--- src/rtl/fft8_frame_loader.sv ---
// fft8_frame_loader: upstream feeder for fft8. Collects a serial complex sample stream into
// a sliding 8-sample window. Every HOP accepted samples it emits the window as one parallel
// frame together with a one-cycle o_en strobe. Lane 0 holds the oldest sample.
//
// Build option FFT8_FRAME_WINDOW_EN: when defined, a periodic 8-point Hann window (Q1.15)
// is applied to the real and imag lanes. This adds one pipeline register, so the frame
// latency is 2 cycles instead of 1. When undefined, the lanes pass through bit-exact.
module fft8_frame_loader #(
    parameter int unsigned DATA_W = 24,
    parameter int unsigned HOP    = 8
) (
    input  logic                  clk,
    input  logic                  rst,
    input  logic                  flush,
    input  logic                  s_valid,
    input  logic [DATA_W-1:0]     s_real,
    input  logic [DATA_W-1:0]     s_imag,
    output logic                  o_en,
    output logic [8*DATA_W-1:0]   frame_real,
    output logic [8*DATA_W-1:0]   frame_imag,
    output logic [15:0]           frame_cnt,
    output logic                  primed
);

    // Reject an illegal hop length at elaboration.
    if (HOP == 0 || HOP > 8) begin : g_hop_check
        $error("fft8_frame_loader: HOP must be in the range 1..8");
    end

    localparam logic [2:0] HopLast = 3'(HOP - 1);

    typedef enum logic [0:0] {
        StFill,
        StRun
    } state_e;

    state_e             state_q;
    logic [3:0]         fill_cnt_q;
    logic [2:0]         hop_cnt_q;

    // Oldest sample of the window (sr[0]) is dropped at the same edge the window is
    // captured, so only the newest seven samples (sr[1..7]) need storage.
    logic [DATA_W-1:0]  hist_real_q [7];
    logic [DATA_W-1:0]  hist_imag_q [7];

    logic               accept;
    logic               emit;
    logic [DATA_W-1:0]  win_real [8];
    logic [DATA_W-1:0]  win_imag [8];

    // Post-shift window (including the incoming sample) and the emit decision.
    always_comb begin
        accept = s_valid && !flush;
        for (int k = 0; k < 7; k++) begin
            win_real[k] = hist_real_q[k];
            win_imag[k] = hist_imag_q[k];
        end
        win_real[7] = s_real;
        win_imag[7] = s_imag;
        emit = 1'b0;
        if (accept) begin
            if (state_q == StFill) begin
                emit = (fill_cnt_q == 4'd7);
            end else begin
                emit = (hop_cnt_q == HopLast);
            end
        end
    end

    // Shift register: each accepted sample enters at the newest end.
    always_ff @(posedge clk) begin
        if (rst) begin
            for (int k = 0; k < 7; k++) begin
                hist_real_q[k] <= '0;
                hist_imag_q[k] <= '0;
            end
        end else if (accept) begin
            for (int k = 0; k < 7; k++) begin
                hist_real_q[k] <= win_real[k + 1];
                hist_imag_q[k] <= win_imag[k + 1];
            end
        end
    end

    // Fill/run sequencing: count the initial fill, then count hops between frames.
    always_ff @(posedge clk) begin
        if (rst || flush) begin
            // Stale shift-register contents are refilled before the next emit.
            state_q    <= StFill;
            fill_cnt_q <= '0;
            hop_cnt_q  <= '0;
            primed     <= 1'b0;
        end else if (accept) begin
            unique case (state_q)
                StFill: begin
                    fill_cnt_q <= fill_cnt_q + 4'd1;
                    if (fill_cnt_q == 4'd7) begin
                        state_q   <= StRun;
                        hop_cnt_q <= '0;
                        primed    <= 1'b1;
                    end
                end
                StRun: begin
                    hop_cnt_q <= (hop_cnt_q == HopLast) ? 3'd0 : hop_cnt_q + 3'd1;
                end
                default: begin
                    state_q <= StFill;
                end
            endcase
        end
    end

`ifdef FFT8_FRAME_WINDOW_EN

    // Periodic Hann window, Q1.15, lane 0..7.
    localparam logic [15:0] HannCoef [8] = '{
        16'd0, 16'd4799, 16'd16384, 16'd27969, 16'd32767, 16'd27969, 16'd16384, 16'd4799
    };

    // Round-half-up Q1.15 scaling; |w| < 1 so the result always fits back in DATA_W.
    function automatic logic [DATA_W-1:0] apply_window(input logic [DATA_W-1:0] x,
                                                       input logic [15:0]       w);
        logic signed [DATA_W+15:0] prod;
        logic signed [DATA_W+15:0] rounded;
        logic signed [DATA_W+15:0] scaled;
        prod    = (DATA_W+16)'($signed(x)) * (DATA_W+16)'($signed(w));
        rounded = prod + (DATA_W+16)'(16384);
        scaled  = rounded >>> 15;
        return scaled[DATA_W-1:0];
    endfunction

    logic               stage_en_q;
    logic [DATA_W-1:0]  stage_real_q [8];
    logic [DATA_W-1:0]  stage_imag_q [8];
    logic [DATA_W-1:0]  wnd_real [8];
    logic [DATA_W-1:0]  wnd_imag [8];

    // Windowed lanes computed from the captured raw frame.
    always_comb begin
        for (int k = 0; k < 8; k++) begin
            wnd_real[k] = apply_window(stage_real_q[k], HannCoef[k]);
            wnd_imag[k] = apply_window(stage_imag_q[k], HannCoef[k]);
        end
    end

    // Two-stage output: capture raw window, then register windowed lanes with o_en.
    // Flush does not touch this pipeline, so an in-flight frame still completes.
    always_ff @(posedge clk) begin
        if (rst) begin
            stage_en_q <= 1'b0;
            o_en       <= 1'b0;
            frame_real <= '0;
            frame_imag <= '0;
            frame_cnt  <= '0;
            for (int k = 0; k < 8; k++) begin
                stage_real_q[k] <= '0;
                stage_imag_q[k] <= '0;
            end
        end else begin
            stage_en_q <= emit;
            if (emit) begin
                for (int k = 0; k < 8; k++) begin
                    stage_real_q[k] <= win_real[k];
                    stage_imag_q[k] <= win_imag[k];
                end
            end
            o_en <= stage_en_q;
            if (stage_en_q) begin
                for (int k = 0; k < 8; k++) begin
                    frame_real[k*DATA_W +: DATA_W] <= wnd_real[k];
                    frame_imag[k*DATA_W +: DATA_W] <= wnd_imag[k];
                end
            end
            // A flush restarts the count even if a pre-flush frame is still draining.
            if (flush) begin
                frame_cnt <= '0;
            end else if (stage_en_q) begin
                frame_cnt <= frame_cnt + 16'd1;
            end
        end
    end

`else

    // Single output stage: frame lanes load the post-shift window on each emit.
    always_ff @(posedge clk) begin
        if (rst) begin
            o_en       <= 1'b0;
            frame_real <= '0;
            frame_imag <= '0;
            frame_cnt  <= '0;
        end else begin
            o_en <= emit;
            if (emit) begin
                for (int k = 0; k < 8; k++) begin
                    frame_real[k*DATA_W +: DATA_W] <= win_real[k];
                    frame_imag[k*DATA_W +: DATA_W] <= win_imag[k];
                end
            end
            if (flush) begin
                frame_cnt <= '0;
            end else if (emit) begin
                frame_cnt <= frame_cnt + 16'd1;
            end
        end
    end

`endif

endmodule
--- config.mk ---
export PLATFORM = sky130hd
export DESIGN_NAME = fft8_frame_loader
export DESIGN_NICKNAME = d
export VERILOG_FILES = /design/src/rtl/fft8_frame_loader.sv
export SDC_FILE = /design/constraint.sdc
export NUM_CORES = 1
export LEC_CHECK = 0
export ABC_AREA = 1
export ABC_CLOCK_PERIOD_IN_PS = 8700
export CORE_MARGIN = 5
export CORE_UTILIZATION = 46
export CTS_CLUSTER_DIAMETER = 30
export DETAILED_ROUTE_END_ITERATION = 10
export PLACE_DENSITY_LB_ADDON = 0.3
export SLEW_MARGIN = 30
export SYNTH_ARGS = -nofsm -noshare
export SYNTH_HDL_FRONTEND = slang
export SYNTH_SLANG_ARGS = --single-unit
--- constraint.sdc ---
create_clock -name clk -period 8.7 [get_ports clk]
set_input_delay 1.74 -clock clk [delete_from_list [all_inputs] [get_ports clk]]
set_output_delay 1.74 -clock clk [all_outputs]
set_load 0.01 [all_outputs]
After elaboration in Yosys (flattened, before gate mapping) --
Memory sizes are Yosys's and may differ from the RTL's. A register that Yosys moved wholly into a read port is not among the register bits. Index checks and enable logic that the tools add are counted.
Word-level totals: memory bits (writable) 336, output and inout bits 402, register bits after elaboration 410, input port bits 52, memories kept 2
Memory list:
- hist_imag_q | words 7, bits a word 24, read ports 7, clocked after Yosys merged registers in 1, write ports 7, line 44 | logic [DATA_W-1:0] hist_imag_q [7];
- hist_real_q | words 7, bits a word 24, read ports 7, clocked after Yosys merged registers in 1, write ports 7, line 43 | logic [DATA_W-1:0] hist_real_q [7];
Operators by class: reductions and logical operators 7, $add $sub $neg 3, mux-type cells 26, bitwise logic cells 15, eq/ne operators 3
Operators by type and width (count):
- $mux 24 | 14
- $add 16x1->16 const B | 1
- $or 1x1->1 | 14
- $mux 1 | 9
- $mux 3 | 2
- $pmux 3 s2 | 1
- $add 4x1->4 const B | 1
- $eq 4x3->1 const B | 1
- $reduce_and 2->1 | 2
- $add 3x1->3 const B | 1
- $eq 3x3->1 const B | 1
- $reduce_and 3->1 | 1
- $ne 2x1->1 const B | 1
- $reduce_or 2->1 | 1
- $logic_and 1x1->1 | 1
- $logic_not 1->1 | 1
- $logic_or 1x1->1 | 1
- $not 1->1 | 1

Longest topological paths before layout --
Gate-level depths: netlist (run 1).
word-level depth 6, depth in mapped cells 11, mapped depth without buffers 9

Least setup slack after synthesis (run 1) --
Ideal clock, no wire load.
kind input -> register, start in rst, end mem hist_imag_q[0][0] (enable), setup time 560 ps, required time 8140 ps, slack 2068 ps, arrival 6072 ps, buffers on the path 1, cell stages on the path 2, cells stage by stage clkbuf_1 -> or2_2
RTL lines:
- start: declaration | line 13 | input logic rst,
- end: declaration | line 44

==> impl_metrics.env, run 1 <==
export IMPL_outcome="completed"
export IMPL_crit_type="input port to register"
export IMPL_antenna_left=0
export IMPL_ys_warn_count=0
export IMPL_finalWorstSetupSlack_ps=4840
export IMPL_cts_resized=0
export IMPL_portBuffers=453
export IMPL_grt_ovfl_total=0
export IMPL_gp_congestion=0.831
export IMPL_clk_pin_slew_ps=40
export IMPL_postCtsSetupRepairBufs=0
export IMPL_drv_cap=0
export IMPL_die_width_um=255
export IMPL_finalCriticalPeriod_ps=3860
export IMPL_cpPeakStageDelay_ps=570
export IMPL_via_count=20000
export IMPL_postRouteWirelength_mm=69.0
export IMPL_pin_count=454
export IMPL_firstDrtPassIters=5
export IMPL_ys_types=30
export IMPL_startpoint_type="input port"
export IMPL_cp_cell_sequence="clkdlybuf4s50_1, inv_2, nor2_4, or2_4, buf_12, buf_16"
export IMPL_synth_most_common_cell="nand2_1"
export IMPL_dieArea_um2=65200
export IMPL_grt_max_degree=231
export IMPL_hold_path_class="register to register"
export IMPL_ctsHoldBuffers=0
export IMPL_clock_skew_ps=27.8
export IMPL_syn_inst=2894
export IMPL_pwr_density_cell_nw_per_um2=262
export IMPL_ys_seq_area_share_pct=66.1
export IMPL_fmax_mhz=259
export IMPL_synth_edf_count=336
export IMPL_drtIter0Drc=1409
export IMPL_syn_area_per_cell_um2=9.56
export IMPL_final_hold_viol_count=0
export IMPL_ys_ff_latch=746
export IMPL_coreArea_um2=60000
export IMPL_start_util_pct=46.1
export IMPL_root_buffer="clkbuf_16"
export IMPL_drc=0
export IMPL_cts_tree="done"
export IMPL_ir_drop_mv=0.203
export IMPL_slew_headroom_pct=27.3
export IMPL_crit_path_top_delay_cell="clkdlybuf4s50_1"
export IMPL_htree_num_levels=4
export IMPL_cts_buffer_depth=3
export IMPL_ys_flop_type="dfxtp_1"
export IMPL_final_nets=3402
export IMPL_worstMarginPinSlew_ps=1090
export IMPL_place_ws_ps=4160
export IMPL_numCtsBuffers=144
export IMPL_power_leakage_nw=13.9
export IMPL_setup_viol=0
export IMPL_wl_per_cell_um=16.2
export IMPL_die_h_um=255
export IMPL_grt_pass1_vias=19200
export IMPL_synth_commonest_cells="781 x nand2_1, 410 x dfxtp_1, 378 x nor2_1, 370 x a21oi_1, 346 x inv_1"
export IMPL_syn_nets=2950
export IMPL_antenna_found_initial=0
export IMPL_rows=90
export IMPL_async_reset_ff_share_pct=0
export IMPL_layout_drive_gt1_share_pct=9.69
export IMPL_area_growth_pct=35.9
export IMPL_diodes=0
export IMPL_arrival_ps=4170
export IMPL_cp_max_fo=105
export IMPL_cp_end_kind="register"
export IMPL_cts_sinks=746
export IMPL_fill_cells=4850
export IMPL_fin_tns_setup_ps=0
export IMPL_drv_slew=0
export IMPL_vias_per_cell=4.70
export IMPL_clk_latency_ps=700
export IMPL_synth_area_um2=27700
export IMPL_grt_first_pass_wirelength_mm=108
export IMPL_netlist_area_leader_share_pct=36.5
export IMPL_critPathRequiredTime_ps=9010
export IMPL_synth_top_area_cell="edfxtp_1"
export IMPL_synth_area_leaders="edfxtp_1 36%, dfxtp_1 30%, nand2_1 11%, a21oi_1 6.7%, nor2_1 5.1%"
export IMPL_rsz0062_at_grt="false"
export IMPL_dp_hpwl_mm=41.5
export IMPL_track_usage_pct=20.5
export IMPL_post_route_util_pct=62.7
export IMPL_post_route_period_util_pct=44.4
per-stage QoR:
step / hold slack (ps) / instances / cell area [um2] / power [mW]
2_1_floorplan: 445 / 2894 / 27700 / 4.02
3_3_place_gp: 451 / 3978 / 32300 / 4.10
3_5_place_dp: 454 / 3979 / 32300 / 4.10
4_1_cts: 461 / 4248 / 37500 / 9.96
5_1_grt: 478 / 4251 / 37600 / 10.2
6_report: 460 / 4251 / 37600 / 9.86
final cells by class:
| type | instances | area [um2] | area share [%] |
|---|---|---|---|
| clock buffer | 183 | 4040 | 10.7 |
| clock inverter | 86 | 1190 | 3.16 |
| multi-input combinational | 1630 | 6960 | 18.5 |
| tap | 782 | 978 | 2.60 |
| sequential | 746 | 18300 | 48.7 |
| timing repair buffer | 473 | 4820 | 12.8 |
| inverter | 351 | 1320 | 3.50 |
power breakdown:
part           switching, mW  total (mW)  internal [mW]  leakage (nW)
sequential            0.0594        3.85           3.79          6.87
combinational          0.141       0.193         0.0515          4.45
clock                   1.80        5.82           4.02          2.55
worst max-delay path: cells and delay by family:
| family | cells | cell delay, ps |
|---|---|---|
| and+or+nand+nor | 2 | 740 |
| buffers and inverters | 4 | 1410 |
sequential cells by signal (all words and copies together) (netlist names):
signal       count
frame_cnt       16
hist_real_q    168
fill_cnt_q       4
state_q          1
hop_cnt_q        3
primed           1
frame_real     192
frame_imag     192
o_en             1
hist_imag_q    168
logic make-up (layout without fill, tap and decap cells):
logic type / Yosys count / after routing / synth area share, %
AND/OR/NAND/NOR: 1214 / 1214 / 17.0
buffers and inverters: 518 / 1093 / 8.81
flip-flops: 746 / 746 / 66.1
adder cells (fa/ha/maj): 4 / 4 / 0.181
XOR/XNOR: 3 / 3 / 0.0949
AO/OA/AOI/OAI: 409 / 409 / 7.81
routing by layer:
| metal | part of all wire (%) | vias up | GRT usage (%) |
|---|---|---|---|
| met5 | 0 | - | 0 |
| met2 | 46 | 564 | 31.1 |
| met4 | 3.0 | 0 | 7.68 |
| li1 | - | 10000 | - |
| met3 | 7.6 | 130 | 7.45 |
| met1 | 44 | 9228 | 27.1 |
path summary, 6_finish.rpt:
kind / start / to / depth (start not counted) / slack [ps]
max: s_valid / hist_real_q[3][0] / 6 / 4840
min: frame_imag[169] / frame_imag[169] / 2 / 460
max reg2reg: hop_cnt_q[0] / frame_real[165] / 9 / 5910
min reg2reg: frame_imag[169] / frame_imag[169] / 2 / 460
cells in the final DEF, fill, tap and decap left out, types with 18 or more instances in the layout:
cell	synthesis	routed
clkbuf_1	45	18
a21oi_1	370	370
clkinv_2	0	25
a21oi_2	30	30
nand2_2	31	31
inv_1	346	346
clkdlybuf4s50_1	0	452
edfxtp_1	336	336
dfxtp_1	410	410
bufinv_16	0	25
nor2_1	378	378
nand2_1	781	780
clkbuf_16	0	151
No activity file was read; power rests on OpenSTA's default activity.
==> run 2: changes to the inputs <==
--- a/config.mk
+++ b/config.mk
@@ -6,7 +6,7 @@
 export NUM_CORES = 1
 export LEC_CHECK = 0
 export ABC_AREA = 1
-export ABC_CLOCK_PERIOD_IN_PS = 8700
+export ABC_CLOCK_PERIOD_IN_PS = 4050
 export CORE_MARGIN = 5
 export CORE_UTILIZATION = 46
 export CTS_CLUSTER_DIAMETER = 30
==> constraint.sdc (replaced) <==
create_clock -name clk -period 4.05 [get_ports clk]
set_input_delay 0.81 -clock clk [delete_from_list [all_inputs] [get_ports clk]]
set_output_delay 0.81 -clock clk [all_outputs]
set_load 0.01 [all_outputs]
==> run 2 against run 1 <==
Effect of this change:
- global-route usage is 0.24 points higher
- sequential power up 110%
- clock power is 100% higher
- clock skew grew 1.0 ps
- non-clock buffer count is 26 higher
- worst hold slack got worse by 0.99 ps
- power up 110%
- setup slack worse by 3300 ps
- via count up 0.55%
- largest cell class unchanged
- highest routed layer unchanged
==> impl_metrics.env, run 2 (synthesis results as in run 1) <==
export IMPL_p_clk_share_pct=57.4
export IMPL_cts_resized=0
export IMPL_root_buffer="clkbuf_16"
export IMPL_grt_first_pass_wirelength_mm=110
export IMPL_drtIter0Drc=1301
export IMPL_diodes=0
export IMPL_firstDrtPassIters=5
export IMPL_cts_sinks=746
export IMPL_htree_num_levels=4
export IMPL_place_ws_ps=996
export IMPL_internal_power_mw=16.0
export IMPL_rows=90
export IMPL_dp_hpwl_mm=43.3
export IMPL_cp_end_kind="output pin"
export IMPL_wl_per_cell_um=16.2
export IMPL_final_common_cell="nand2_1"
export IMPL_final_hold_viol_count=0
export IMPL_postCtsSetupRepairBufs=0
export IMPL_grt_ovfl_total=0
export IMPL_critPathTopFamily="buffers and inverters"
export IMPL_finalCriticalPeriod_ps=2520
export IMPL_path_buf_inv=1
export IMPL_clk_pin_slew_ps=50
export IMPL_p_seq_share_pct=40.5
export IMPL_setup_viol=0
export IMPL_via_count=20100
export IMPL_postRouteWirelength_mm=69.1
export IMPL_cts_buffer_depth=3
export IMPL_clk_latency_ps=690
export IMPL_grt_max_degree=168
export IMPL_pin_count=454
export IMPL_finalWorstSetupSlack_ps=1530
export IMPL_drv_cap=0
export IMPL_outcome="completed"
export IMPL_cpPeakStageDelay_ps=590
export IMPL_portBuffers=453
export IMPL_startpoint_type="register"
export IMPL_swShare_pct=21.3
export IMPL_fill_cells=4895
export IMPL_rsz0062_at_grt="false"
export IMPL_slew_headroom_pct=31.6
export IMPL_track_usage_pct=20.7
export IMPL_dieArea_um2=65200
export IMPL_start_util_pct=46.1
export IMPL_numCtsBuffers=142
export IMPL_layout_common_cells="780 x nand2_1, 452 x clkdlybuf4s50_1, 410 x dfxtp_1, 378 x nor2_1, 370 x a21oi_1"
export IMPL_final_nets=3426
export IMPL_crit_path_top_delay_cell="clkdlybuf4s50_1"
export IMPL_drc=0
export IMPL_fmax_mhz=397
export IMPL_drv_slew=0
export IMPL_power_switching_mw=4.35
export IMPL_clock_skew_ps=28.8
export IMPL_fin_tns_setup_ps=0
export IMPL_antenna_found_initial=0
export IMPL_arrival_ps=1710
export IMPL_antenna_left=0
export IMPL_hold_path_class="register to register"
export IMPL_vias_per_cell=4.70
export IMPL_power_leakage_nw=13.8
export IMPL_gp_congestion=0.822
export IMPL_layout_drive_gt1_share_pct=10.2
export IMPL_die_h_um=255
export IMPL_reg_top3="frame_imag (192), frame_real (192)"
export IMPL_die_width_um=255
export IMPL_coreArea_um2=60000
export IMPL_cp_max_fo=6
export IMPL_cp_cell_sequence="clkdlybuf4s50_1"
export IMPL_pwr_density_cell_nw_per_um2=542
export IMPL_crit_type="register to output pin"
export IMPL_cts_tree="done"
export IMPL_worstMarginPinSlew_ps=1030
export IMPL_ir_drop_mv=0.456
export IMPL_grt_pass1_vias=19900
export IMPL_ctsHoldBuffers=0
export IMPL_area_growth_pct=35.7
export IMPL_critPathRequiredTime_ps=3240
export IMPL_post_route_period_util_pct=62.3
export IMPL_p_comb_share_pct=2.0
==> run 2: cell count changes in the layout (fill, tap and decap cells not counted), moves of 3 or more <==
cell	before	now
bufinv_16	25	14
inv_6	5	11
clkbuf_8	14	9
clkbuf_16	151	148
clkbuf_1	18	21
buf_12	6	18
buf_4	11	28
clkinvlp_4	9	17
buf_16	3	0
clkinv_2	25	20
==> run 2: metal layers <==
metal / vias to the layer above / global-route usage, % / wire length, um
met3: 128 / 7.18 / 5140
met5: - / 0 / 0
met2: 578 / 31.6 / 31600
li1: 10100 / - / -
met4: 0 / 8.53 / 2210
met1: 9271 / 27.2 / 30200
==> run 2: final cells by class <==
type	instances	area (um2)	area share [%]
well taps	782	978	2.61
inverters	351	1320	3.51
multi-input cells	1630	6960	18.5
clock inverters	87	987	2.63
repair buffers	499	5110	13.6
flip-flops and latches	746	18300	48.7
clock buffers	178	3910	10.4
==> run 2: power by group through the flow <==
stage | logic, mW | clock network (mW) | registers (mW)
floorplan | 0.256 | 0 | 8.36
global placement | 0.414 | 0 | 8.40
detailed placement | 0.418 | 0 | 8.39
CTS | 0.422 | 11.9 | 8.26
global route | 0.468 | 12.3 | 8.28
finish | 0.417 | 11.7 | 8.26
==> run 2: stage by stage <==
stage / instances / util, % / instance area, um2 / total power [mW] / hold slack, ps
CTS: 4273 / 62.6 / 37600 / 20.6 / 461
finish: 4273 / 62.6 / 37600 / 20.4 / 459
detailed placement: 4008 / 54.4 / 32700 / 8.81 / 453
global route: 4273 / 62.6 / 37600 / 21.1 / 474
global placement: 4008 / 54.4 / 32700 / 8.81 / 450
floorplan: 2894 / - / 27700 / 8.62 / 445
==> run 2: path summary, 6_finish.rpt <==
check | start | to | slack [ps] | cells past startpoint
setup / recovery | frame_cnt[8] | frame_cnt[8] | 1530 | 1
hold / removal | frame_imag[30] | frame_imag[30] | 460 | 2
setup reg to reg | hop_cnt_q[0] | frame_imag[58] | 1700 | 9
hold reg to reg | frame_imag[30] | frame_imag[30] | 460 | 2
